===== src/rtl/simple_decoder_pkg.sv =====
// Shared types for the stream decoder and its pattern event collector.
// NUM_PAT must match the decoder's pattern output count.
package simple_decoder_pkg;

  localparam int NUM_PAT = 4;

  typedef logic [NUM_PAT-1:0] pat_vec_t;

  typedef enum logic {
    IDLE,
    COUNT
  } collector_state_t;

endpackage


===== src/rtl/pattern_sat_counter.sv =====
// Per-pattern hit counter that saturates at all-ones.
// Clear has priority over increment.
module pattern_sat_counter #(
  parameter int CNT_W = 8
) (
  input  logic             clk,
  input  logic             rst_n,
  input  logic             clear,
  input  logic             inc,
  output logic [CNT_W-1:0] count
);

  always_ff @(posedge clk or negedge rst_n) begin
    if (!rst_n) begin
      count <= '0;
    end else if (clear) begin
      count <= '0;
    end else if (inc && (count != '1)) begin
      count <= count + 1'b1;
    end
  end

endmodule


===== src/rtl/pattern_event_collector.sv =====
// Windowed per-pattern hit accumulation with a single-entry
// report buffer; records that find the buffer busy are counted as drops.
module pattern_event_collector #(
  parameter int NUM_PAT = simple_decoder_pkg::NUM_PAT,
  parameter int CNT_W   = 8,
  parameter int WINDOW  = 256,
  parameter int WIN_W   = $clog2(WINDOW + 1)
) (
  input  logic                     clk_i,
  input  logic                     rstn_clk_ni,
  input  logic                     en_i,
  input  logic                     flush_i,
  input  logic [NUM_PAT-1:0]       pattern_i,
  output logic                     report_valid_o,
  input  logic                     report_ready_i,
  output logic [NUM_PAT*CNT_W-1:0] report_cnt_o,
  output logic [WIN_W-1:0]         report_len_o,
  output logic [CNT_W-1:0]         drop_cnt_o
);

  import simple_decoder_pkg::*;

  collector_state_t state;
  collector_state_t state_nx;

  logic [WIN_W-1:0]         win_cnt;
  logic                     counting;
  logic                     close;
  logic                     clear;
  logic                     buf_free;
  logic [NUM_PAT*CNT_W-1:0] cnt_flat;
  logic [NUM_PAT*CNT_W-1:0] cnt_close;

  assign counting = (state == COUNT) && en_i;
  assign close    = counting &&
                    (flush_i || (win_cnt == WIN_W'(WINDOW - 1)));
  assign clear    = !counting || close;
  assign buf_free = !report_valid_o || report_ready_i;

  // Record must include the closing cycle's hits, so form it
  // from the counter value plus this cycle's flag.
  for (genvar k = 0; k < NUM_PAT; k++) begin : g_pat
    pattern_sat_counter #(
      .CNT_W(CNT_W)
    ) u_cnt (
      .clk  (clk_i),
      .rst_n(rstn_clk_ni),
      .clear(clear),
      .inc  (counting && pattern_i[k]),
      .count(cnt_flat[k*CNT_W +: CNT_W])
    );

    assign cnt_close[k*CNT_W +: CNT_W] =
      (pattern_i[k] && !(&cnt_flat[k*CNT_W +: CNT_W])) ?
      cnt_flat[k*CNT_W +: CNT_W] + 1'b1 :
      cnt_flat[k*CNT_W +: CNT_W];
  end

  always_comb begin
    state_nx = state;
    unique case (state)
      IDLE:    if (en_i)  state_nx = COUNT;
      COUNT:   if (!en_i) state_nx = IDLE;
      default: state_nx = IDLE;
    endcase
  end

  always_ff @(posedge clk_i or negedge rstn_clk_ni) begin
    if (!rstn_clk_ni) begin
      state   <= IDLE;
      win_cnt <= '0;
    end else begin
      state   <= state_nx;
      win_cnt <= clear ? '0 : win_cnt + 1'b1;
    end
  end

  always_ff @(posedge clk_i or negedge rstn_clk_ni) begin
    if (!rstn_clk_ni) begin
      report_valid_o <= 1'b0;
      report_cnt_o   <= '0;
      report_len_o   <= '0;
      drop_cnt_o     <= '0;
    end else begin
      if (close && buf_free) begin
        report_valid_o <= 1'b1;
        report_cnt_o   <= cnt_close;
        report_len_o   <= win_cnt + 1'b1;
      end else if (report_ready_i) begin
        report_valid_o <= 1'b0;
      end
      if (close && !buf_free && (drop_cnt_o != '1)) begin
        drop_cnt_o <= drop_cnt_o + 1'b1;
      end
    end
  end

endmodule


===== config.mk =====
export PLATFORM = sky130hd
export DESIGN_NAME = pattern_event_collector
export DESIGN_NICKNAME = d
export VERILOG_FILES = /design/src/rtl/simple_decoder_pkg.sv /design/src/rtl/pattern_sat_counter.sv /design/src/rtl/pattern_event_collector.sv
export SDC_FILE = /design/constraint.sdc
export NUM_CORES = 1
export LEC_CHECK = 0
export ABC_AREA = 1
export CORE_ASPECT_RATIO = 0.9
export CORE_MARGIN = 4
export CORE_UTILIZATION = 38
export DETAILED_ROUTE_END_ITERATION = 12
export PLACE_DENSITY = 0.67
export SLEW_MARGIN = 40
export SYNTH_ARGS = -nofsm -noshare
export SYNTH_HDL_FRONTEND = slang
export SYNTH_HIERARCHICAL = 1
export SYNTH_SLANG_ARGS = --single-unit

===== constraint.sdc =====
create_clock -name clk_i -period 4.6 [get_ports clk_i]
set_input_delay 0.92 -clock clk_i [delete_from_list [all_inputs] [get_ports clk_i]]
set_output_delay 0.92 -clock clk_i [all_outputs]
set_load 0.05 [all_outputs]

==> results of run 1 <==
worst register-to-register path, cell delays in order (launching register included):
cell and delay, ns:
dfrtp_1 0.41, ha_1 0.23, nand3_1 0.16, nor4_1 0.07, ha_1 0.18, inv_1 0.07
nand2_1 0.07, nand3_2 0.06, buf_4 0.44, inv_2 0.41, or2_2 0.38, nand2_1 0.06
inv_1 0.03
stage by stage:
stage | hold slack [ns] | cells | instance area, um^2 | util | worst slack, ns
floorplan | 0.449 | 789 | 5510 | - | 2.15
global placement | 0.467 | 1029 | 6260 | 0.444 | 1.55
detailed placement | 0.465 | 1029 | 6270 | 0.444 | 1.49
CTS | 0.487 | 1045 | 6550 | 0.464 | 1.84
global route | 0.511 | 1045 | 6550 | 0.464 | 1.66
finish | 0.480 | 1045 | 6550 | 0.464 | 1.85
cell usage in the layout, fill, tap and decap left out:
| cell type | count |
|---|---|
| nand3_1 | 91 |
| clkbuf_16 | 9 |
| clkdlybuf4s50_1 | 57 |
| nor2_2 | 11 |
| xnor2_1 | 6 |
| o211ai_1 | 2 |
| nor2_4 | 1 |
| nor4_1 | 1 |
| o21ai_0 | 8 |
| dfrtp_1 | 92 |
| buf_4 | 4 |
| nand2_1 | 297 |
| nand3b_1 | 2 |
| o21bai_1 | 12 |
| clkinvlp_4 | 1 |
| nor3_1 | 11 |
| inv_1 | 99 |
| clkinv_2 | 1 |
| ha_1 | 11 |
| buf_6 | 1 |
| inv_2 | 2 |
| or2_2 | 1 |
| nand3_2 | 2 |
| a21oi_2 | 4 |
| nand4_1 | 9 |
| nand2_4 | 4 |
| o21ai_1 | 8 |
| nand2_2 | 12 |
| a21oi_1 | 23 |
| nor2_1 | 58 |
| xor2_1 | 3 |
| inv_6 | 4 |
| clkinv_4 | 5 |
registers in the layout, summed over array words and instances, names as in the netlist:
signal,cells
drop_cnt_o,8
g_pat.u_cnt/count,32
report_cnt_o,32
report_len_o,9
report_valid_o,1
state,1
win_cnt,9
layer usage:
metal  up-vias  global-route usage  share of wire
li1       2599                   -              -
met1      2212               0.225           0.50
met2       104               0.245           0.44
met3        10              0.0398          0.052
met4         0              0.0283         0.0074
met5         -                   0              0
path summary, 6_finish.rpt:
kind	end	depth (start not counted)
min in group asynchronous	win_cnt[0]	1
worst min-delay path	report_len_o[6]	2
worst max register to register	report_cnt_o[31]	12
worst min register to register	report_len_o[6]	2
max in group asynchronous	report_cnt_o[13]	2
worst max-delay path	report_cnt_o[31]	9
kinds of logic after synthesis:
group,synth area share
AO/OA/AOI/OAI,0.0608
buffers and inverters,0.0928
XOR/XNOR,0.0143
flip-flops,0.418
adder cells (fa/ha/maj),0.0250
AND/OR/NAND/NOR,0.389
area by class of cell:
class / instances / area, um^2
repair buffers: 62 / 612
flip-flops and latches: 92 / 2300
multi-input cells: 577 / 2700
inverters: 105 / 414
clock buffers: 9 / 225
fillers: 1439 / 7560
clock inverters: 7 / 56.3
well taps: 193 / 241
power breakdown:
group | switching, mW | internal, mW | leakage (nW)
sequential | 0.0246 | 0.834 | 1.26
clock | 0.335 | 0.374 | 0.137
combinational | 0.158 | 0.0708 | 1.77
total | 0.518 | 1.28 | 3.17
==> run metrics, run 1 <==
Post-synth EDFFs 0; Data required, critical path 4.84 ns; die area 0.0165 mm^2; crit-path cells clkdlybuf4s50_1 -> nand2_2 -> inv_2 -> nand3_2 -> buf_4 -> inv_2 -> or2_2 -> nand2_1 -> inv_1; first-pass GRT wire length 21400 um; outcome completed; Resized cells post-CTS 0; Max clock buf depth 2; ANT cells 0; slowest cell on the critical path clkdlybuf4s50_1; initial core utilization 0.391; Setup crit end kind flip-flop; FF+latch count, synth 92; Initial DRC Count 321; Yosys top cell by area dfrtp_1; CTS Hold Buffers Added 0; vias 4925; Worst Max-Slew Pin Slew 0.617 ns; Port Buffer Count 58; clock-pin slew on the worst setup and hold paths 0.07 ns; RSZ-0062 raised after global routing no; YS warnings 6; setup repair bufs after CTS 0; Critical Path Start en_i; Startpoint Class input port; Worst R2R Setup Slack 1.92 ns; share of post-route cells with drive strength above 1 0.0728; DP HPWL 8920 um; Final Wtd Congestion 0.866; core area 0.0141 mm^2; DR WL/cell 11.8 um; Rel. slew slack 0.589; final hold violation count 0; most common cell in the netlist nand2_1; row cnt 41; setup TNS 0 ns; H-Tree Depth 3; Final Max Slew Viols 0; first-pass iteration count of the detailed router 5; final critical-path required period 2.75 ns; initial antenna violation count 0; number of remaining DRC errors 0; Crit path max-delay family buffers and inverters; Total Power 1.80 mW; Syn Area/Cell 6.99 um^2; Leak 3.17 nW; endpoints failing setup 0; cts bufs inserted 9; overflow left after global routing 0; Post-Syn Nets 809; hold_sp report_len_o[6]; Hold Path Class reg2reg; Power Dens Cells 274 mW/mm^2; Final #Nets 867; Ports 59; sequential cell area fraction in the yosys report 0.418; Critical Path AT 2.99 ns; asr flop ratio synth 1.00; worst skew pair latency 0.34 ns; Vias/cell 4.71; clock root cell clkbuf_16; fin crit share 0.597; mapped cell area 0.00551 mm^2; synth unique cells 30; vias in the first global route 4432; ranking of synthesized cells by area dfrtp_1 42%, nand2_1 20%, nand3_1 8.3%; cell count after synthesis 789; clk_skew 0.00956 ns; critical path's largest stage delay 0.44 ns; worst r2r src win_cnt[0]; maxcap violations 0; Post-synth top cells 297 x nand2_1, 99 x inv_1, 92 x dfrtp_1; largest net degree at the start of global routing 68; f_max 364 MHz; Synth Flop Type dfrtp_1; P&R area growth vs syn 18.8%; critical path class in2reg; Detailed Route WL 12400 um; Die H 122 um; clock sink count 92; Die W 135 um; Worst Path Max Fanout 51; most frequent CP cell inv_2; total global-route track usage 0.157; number of nets still failing antenna checks after routing 0; Buf/Inv on CP 5; peak supply drop 0.173 mV; Yosys top cell area share 0.418; CTS tree done
Power figures use the tool's default switching activity.
==> run 2, diff against run 1 <==
Settings changed: PLACE_DENSITY 0.67 to 0.7.
Clock period 4.6 ns to 2.5 ns, I/O delays scaled along.
==> run metrics, run 2 (same netlist as run 1, synthesis figures left out) <==
leading cell type in the layout, fill and taps excluded nand2_1; combinational power share 0.127; Vias/cell 4.73; Final Instance Area 0.00664 mm^2; Pint 2.47 mW; Ports 59; sequential power share 0.464; peak supply drop 0.316 mV; Initial DRC Count 358; Max clock buf depth 2; share of post-route cells with drive strength above 1 0.0793; Setup crit end kind flip-flop; first-pass iteration count of the detailed router 5; Sw Pwr 0.931 mW; total global-route track usage 0.161; Hold Path Class in2async; initial core utilization 0.391; f_max 463 MHz; number of nets still failing antenna checks after routing 0; Final #Nets 873; row cnt 41; Rel. slew slack 0.650; H-Tree Depth 3; die area 0.0165 mm^2; Worst Max-Slew Pin Slew 0.523 ns; CTS tree done; clk_skew 0.00964 ns; clock-pin slew on the worst setup and hold paths 0.06 ns; Die W 135 um; Startpoint Class flip-flop; Data required, critical path 2.74 ns; setup TNS 0 ns; worst skew pair latency 0.36 ns; number of remaining DRC errors 0; Port Buffer Count 58; ANT cells 0; switch share 0.273; Final Wtd Congestion 0.841; P&R area growth vs syn 20.4%; core area 0.0141 mm^2; DR WL/cell 12.0 um; initial antenna violation count 0; first-pass GRT wire length 21700 um; largest net degree at the start of global routing 51; most frequent cells in the layout 297 x nand2_1, 99 x inv_1, 92 x dfrtp_1; Final Max Slew Viols 0; RSZ-0062 raised after global routing no; Leak 3.22 nW; fin crit share 0.864; Critical Path AT 2.40 ns; final hold violation count 0; Clock Power Share 0.410; cts bufs inserted 9; setup repair bufs after CTS 0; endpoints failing setup 0; largest registers g_pat.u_cnt/count x32, report_cnt_o x32; Worst Path Max Fanout 37; maxcap violations 0; Util after Layout 0.471; final critical-path required period 2.16 ns; placed cell areas 0.00633 mm^2; CTS Hold Buffers Added 0; vias in the first global route 4602; DP HPWL 8980 um; Total Power 3.41 mW; Detailed Route WL 12600 um; critical path class reg2reg; vias 4975; Die H 122 um; overflow left after global routing 0; clock sink count 92; clock root cell clkbuf_16; outcome completed; Power Dens Cells 513 mW/mm^2; final-layout fill cell count 1393; Resized cells post-CTS 0
[run 2: cell types whose count changed in the layout (fill, tap and decap cells not counted)]
cell and delta:
buf_4 +5, inv_6 -4, buf_12 +2, buf_6 -1, bufinv_16 +1, clkbuf_8 +1, clkinv_2 +1, clkinvlp_4 +1
[run 2: worst max-delay path, cell delays in order (launching register included)]
cell and delay [ns]:
dfrtp_1 0.39, ha_1 0.20, nand3_1 0.15, nor4_1 0.23
ha_1 0.21, inv_1 0.06, nand3_1 0.13, buf_12 0.22
inv_1 0.14, nand2_4 0.15, clkinv_4 0.07, nand2_1 0.05
nand2_1 0.05
[run 2: power by group through the flow]
stage	Combinational (mW)	Sequential [mW]	Clock (mW)
final	0.432	1.58	1.39
after global routing	0.470	1.58	1.50
after CTS	0.438	1.58	1.44
after detailed placement	0.437	1.61	0
after global placement	0.435	1.61	0
after floorplan	0.122	1.74	0
[run 2: path summary, 6_finish.rpt]
kind	end	depth (start not counted)	startpoint	slack, ns
worst max-delay path	g_pat[2].u_cnt/count[1]	12	win_cnt[0]	0.34
worst min-delay path	report_cnt_o[1]	1	rstn_clk_ni	0.11
worst max register to register	g_pat[2].u_cnt/count[1]	12	win_cnt[0]	0.34
worst min register to register	report_cnt_o[22]	2	report_cnt_o[22]	0.48
max in group asynchronous	g_pat[0].u_cnt/count[4]	2	rstn_clk_ni	1.61
min in group clk_i	report_cnt_o[22]	2	report_cnt_o[22]	0.48
[run 2: stage by stage]
stage / cells / setup WS, ns / hold slack, ns
floorplan: 789 / 0.0533 / 0.204
global placement: 1035 / 0.339 / 0.467
detailed placement: 1035 / 0.356 / 0.465
CTS: 1051 / 0.335 / 0.125
global route: 1051 / 0.151 / 0.139
finish: 1051 / 0.339 / 0.110
[run 2: cell type report]
cell class	instances	area, um^2	share of cell area
Inverter	105	414	0.0624
Clock inverter	6	63.8	0.00961
Multi-Input combinational cell	577	2700	0.407
Sequential cell	92	2300	0.347
Timing Repair Buffer	68	678	0.102
Tap cell	193	241	0.0364
Clock buffer	10	239	0.0360
[run 2: routing by layer]
layer	wire length, um	track usage
met1	6200	0.216
met2	5620	0.257
met3	622	0.0406
met4	174	0.0529
met5	0	0
==> run 3, diff against run 2 <==
Settings changed: DONT_BUFFER_PORTS from default to 1, PLACE_DENSITY 0.7 to 0.64, SYNTH_HIERARCHICAL 1 to default.
==> run metrics, run 3 <==
Vias/cell 4.84; clock sink count 92; Port Buffer Count 0; first-pass iteration count of the detailed router 4; core area 0.0114 mm^2; Worst Path Max Fanout 30; Syn Area/Cell 8.16 um^2; Worst Max-Slew Pin Slew 0.575 ns; clock root cell clkbuf_16; most frequent cells in the layout 184 x nand2_1, 92 x dfrtp_1, 48 x inv_1, 48 x nor2_1, 34 x nand3_1; YS warnings 0; sequential cell area fraction in the yosys report 0.522; initial core utilization 0.387; Detailed Route WL 9600 um; RSZ-0062 raised after global routing no; Critical Path AT 2.35 ns; fin crit share 0.851; final hold violation count 92; clock-pin slew on the worst setup and hold paths 0.06 ns; Setup crit end kind flip-flop; most common cell in the netlist nand2_1; P&R area growth vs syn 12.9%; vias 3430; Die W 122 um; f_max 470 MHz; Hold Path Class in2async; synth unique cells 29; Startpoint Class flip-flop; ANT cells 0; placed cell areas 0.00462 mm^2; CTS tree done; maxcap violations 0; asr flop ratio synth 1.00; cts bufs inserted 9; share of post-route cells with drive strength above 1 0.0995; Synth Flop Type dfrtp_1; clk_skew 0.00689 ns; Rel. slew slack 0.617; ranking of synthesized cells by area dfrtp_1 52%, nand2_1 16%, inv_1 4.1%; H-Tree Depth 3; Post-Syn Nets 556; violated checks negative hold slack; Final Wtd Congestion 0.866; Yosys top cell by area dfrtp_1; mapped cell area 0.00441 mm^2; Ports 59; Resized cells post-CTS 0; Power Dens Cells 718 mW/mm^2; number of nets still failing antenna checks after routing 0; FF+latch count, synth 92; Initial DRC Count 128; Max clock buf depth 2; cell count after synthesis 540; overflow left after global routing 0; worst hold slack -0.150 ns; vias in the first global route 3388; Final Max Slew Viols 0; die area 0.0134 mm^2; worst skew pair latency 0.34 ns; DR WL/cell 13.5 um; leading cell type in the layout, fill and taps excluded nand2_1; total global-route track usage 0.153; critical path class reg2reg; largest registers g_pat.u_cnt.count x32, report_cnt_o x32; first-pass GRT wire length 16300 um; Post-synth EDFFs 0; initial antenna violation count 0; peak supply drop 0.513 mV; outcome finished with violations; Leak 2.31 nW; DP HPWL 6640 um; Final Instance Area 0.00497 mm^2; Worst R2R Setup Slack 0.37 ns; final critical-path required period 2.13 ns; Data required, critical path 2.72 ns; number of remaining DRC errors 0; setup TNS 0 ns; Post-synth top cells 184 x nand2_1, 92 x dfrtp_1, 48 x inv_1, 48 x nor2_1, 34 x nand3_1; Die H 110 um; Final #Nets 564; endpoints failing setup 0; largest net degree at the start of global routing 93; Yosys top cell area share 0.522; row cnt 37
-- run 3: cell types whose count changed in the layout (fill, tap and decap cells not counted), sizes merged, moves of 12 or more --
cell,before,now
nand2,313,192
clkdlybuf4s50,57,0
nand3,93,36
inv,101,54
o21ai,16,28
-- run 3: worst paths after layout --
kind,from,to,depth (start not counted)
worst max-delay path,win_cnt[0],report_cnt_o[17],9
worst min-delay path,rstn_clk_ni,drop_cnt_o[1],0
worst max register to register,win_cnt[0],report_cnt_o[17],9
worst min register to register,win_cnt[0],win_cnt[0],1
max in group asynchronous,rstn_clk_ni,report_cnt_o[19],0
min in group clk_i,en_i,state,0
-- run 3: critical path, stage by stage, from the launching register on --
cell	delay, ns
dfrtp_1	0.39
ha_1	0.20
nand3_1	0.15
nor4_1	0.22
ha_1	0.25
o21ai_2	0.09
nor2_2	0.12
buf_4	0.34
nor2_1	0.07
o21bai_1	0.16
-- run 3: layout make-up --
cell class / count / area, um^2
Fill cell: 1136 / 6410
Clock buffer: 12 / 256
Tap cell: 156 / 195
Sequential cell: 92 / 2300
Timing Repair Buffer: 10 / 87.6
Multi-Input combinational cell: 381 / 1840
Clock inverter: 4 / 95.1
Inverter: 54 / 203
-- run 3: cells by family after synthesis --
group / count (synthesis) / share of synthesized area
AOI/OAI and AO/OA: 52 / 0.0639
xor gates and xnor gates: 11 / 0.0219
adders and majority gates: 7 / 0.0199
buffers and inverters: 67 / 0.0610
DFF: 92 / 0.522
and+or+nand+nor: 311 / 0.311
-- run 3: per-stage QoR --
stage	power, mW	utilization	setup WS, ns	cells
4_1_cts	3.61	0.437	0.339	709
3_3_place_gp	2.01	0.406	0.471	693
6_report	3.57	0.437	0.373	709
3_5_place_dp	2.01	0.406	0.351	693
2_1_floorplan	1.94	-	0.729	540
5_1_grt	3.70	0.437	0.108	709
-- run 3: repair_timing --
action | in CTS | in global routing
endpoints found under the setup margin | 0 | 0
setup buffers | 0 | 0
hold endpoints to repair | 92 | 92
-- run 3: power breakdown --
part	switching, mW	internal (mW)	total, mW
Combinational	0.154	0.0753	0.229
Clock	0.560	1.03	1.59
Sequential	0.206	1.55	1.75
Total	0.920	2.65	3.57
-- run 3: per-layer routing --
| layer | wire, um | vias up | global-route usage | share of wire |
|---|---|---|---|---|
| met5 | 0 | - | 0 | 0 |
| met4 | 122 | 0 | 0.0392 | 0.013 |
| met3 | 597 | 12 | 0.0617 | 0.062 |
| met2 | 4630 | 68 | 0.262 | 0.48 |
| met1 | 4250 | 1621 | 0.181 | 0.44 |
| li1 | - | 1729 | - | - |
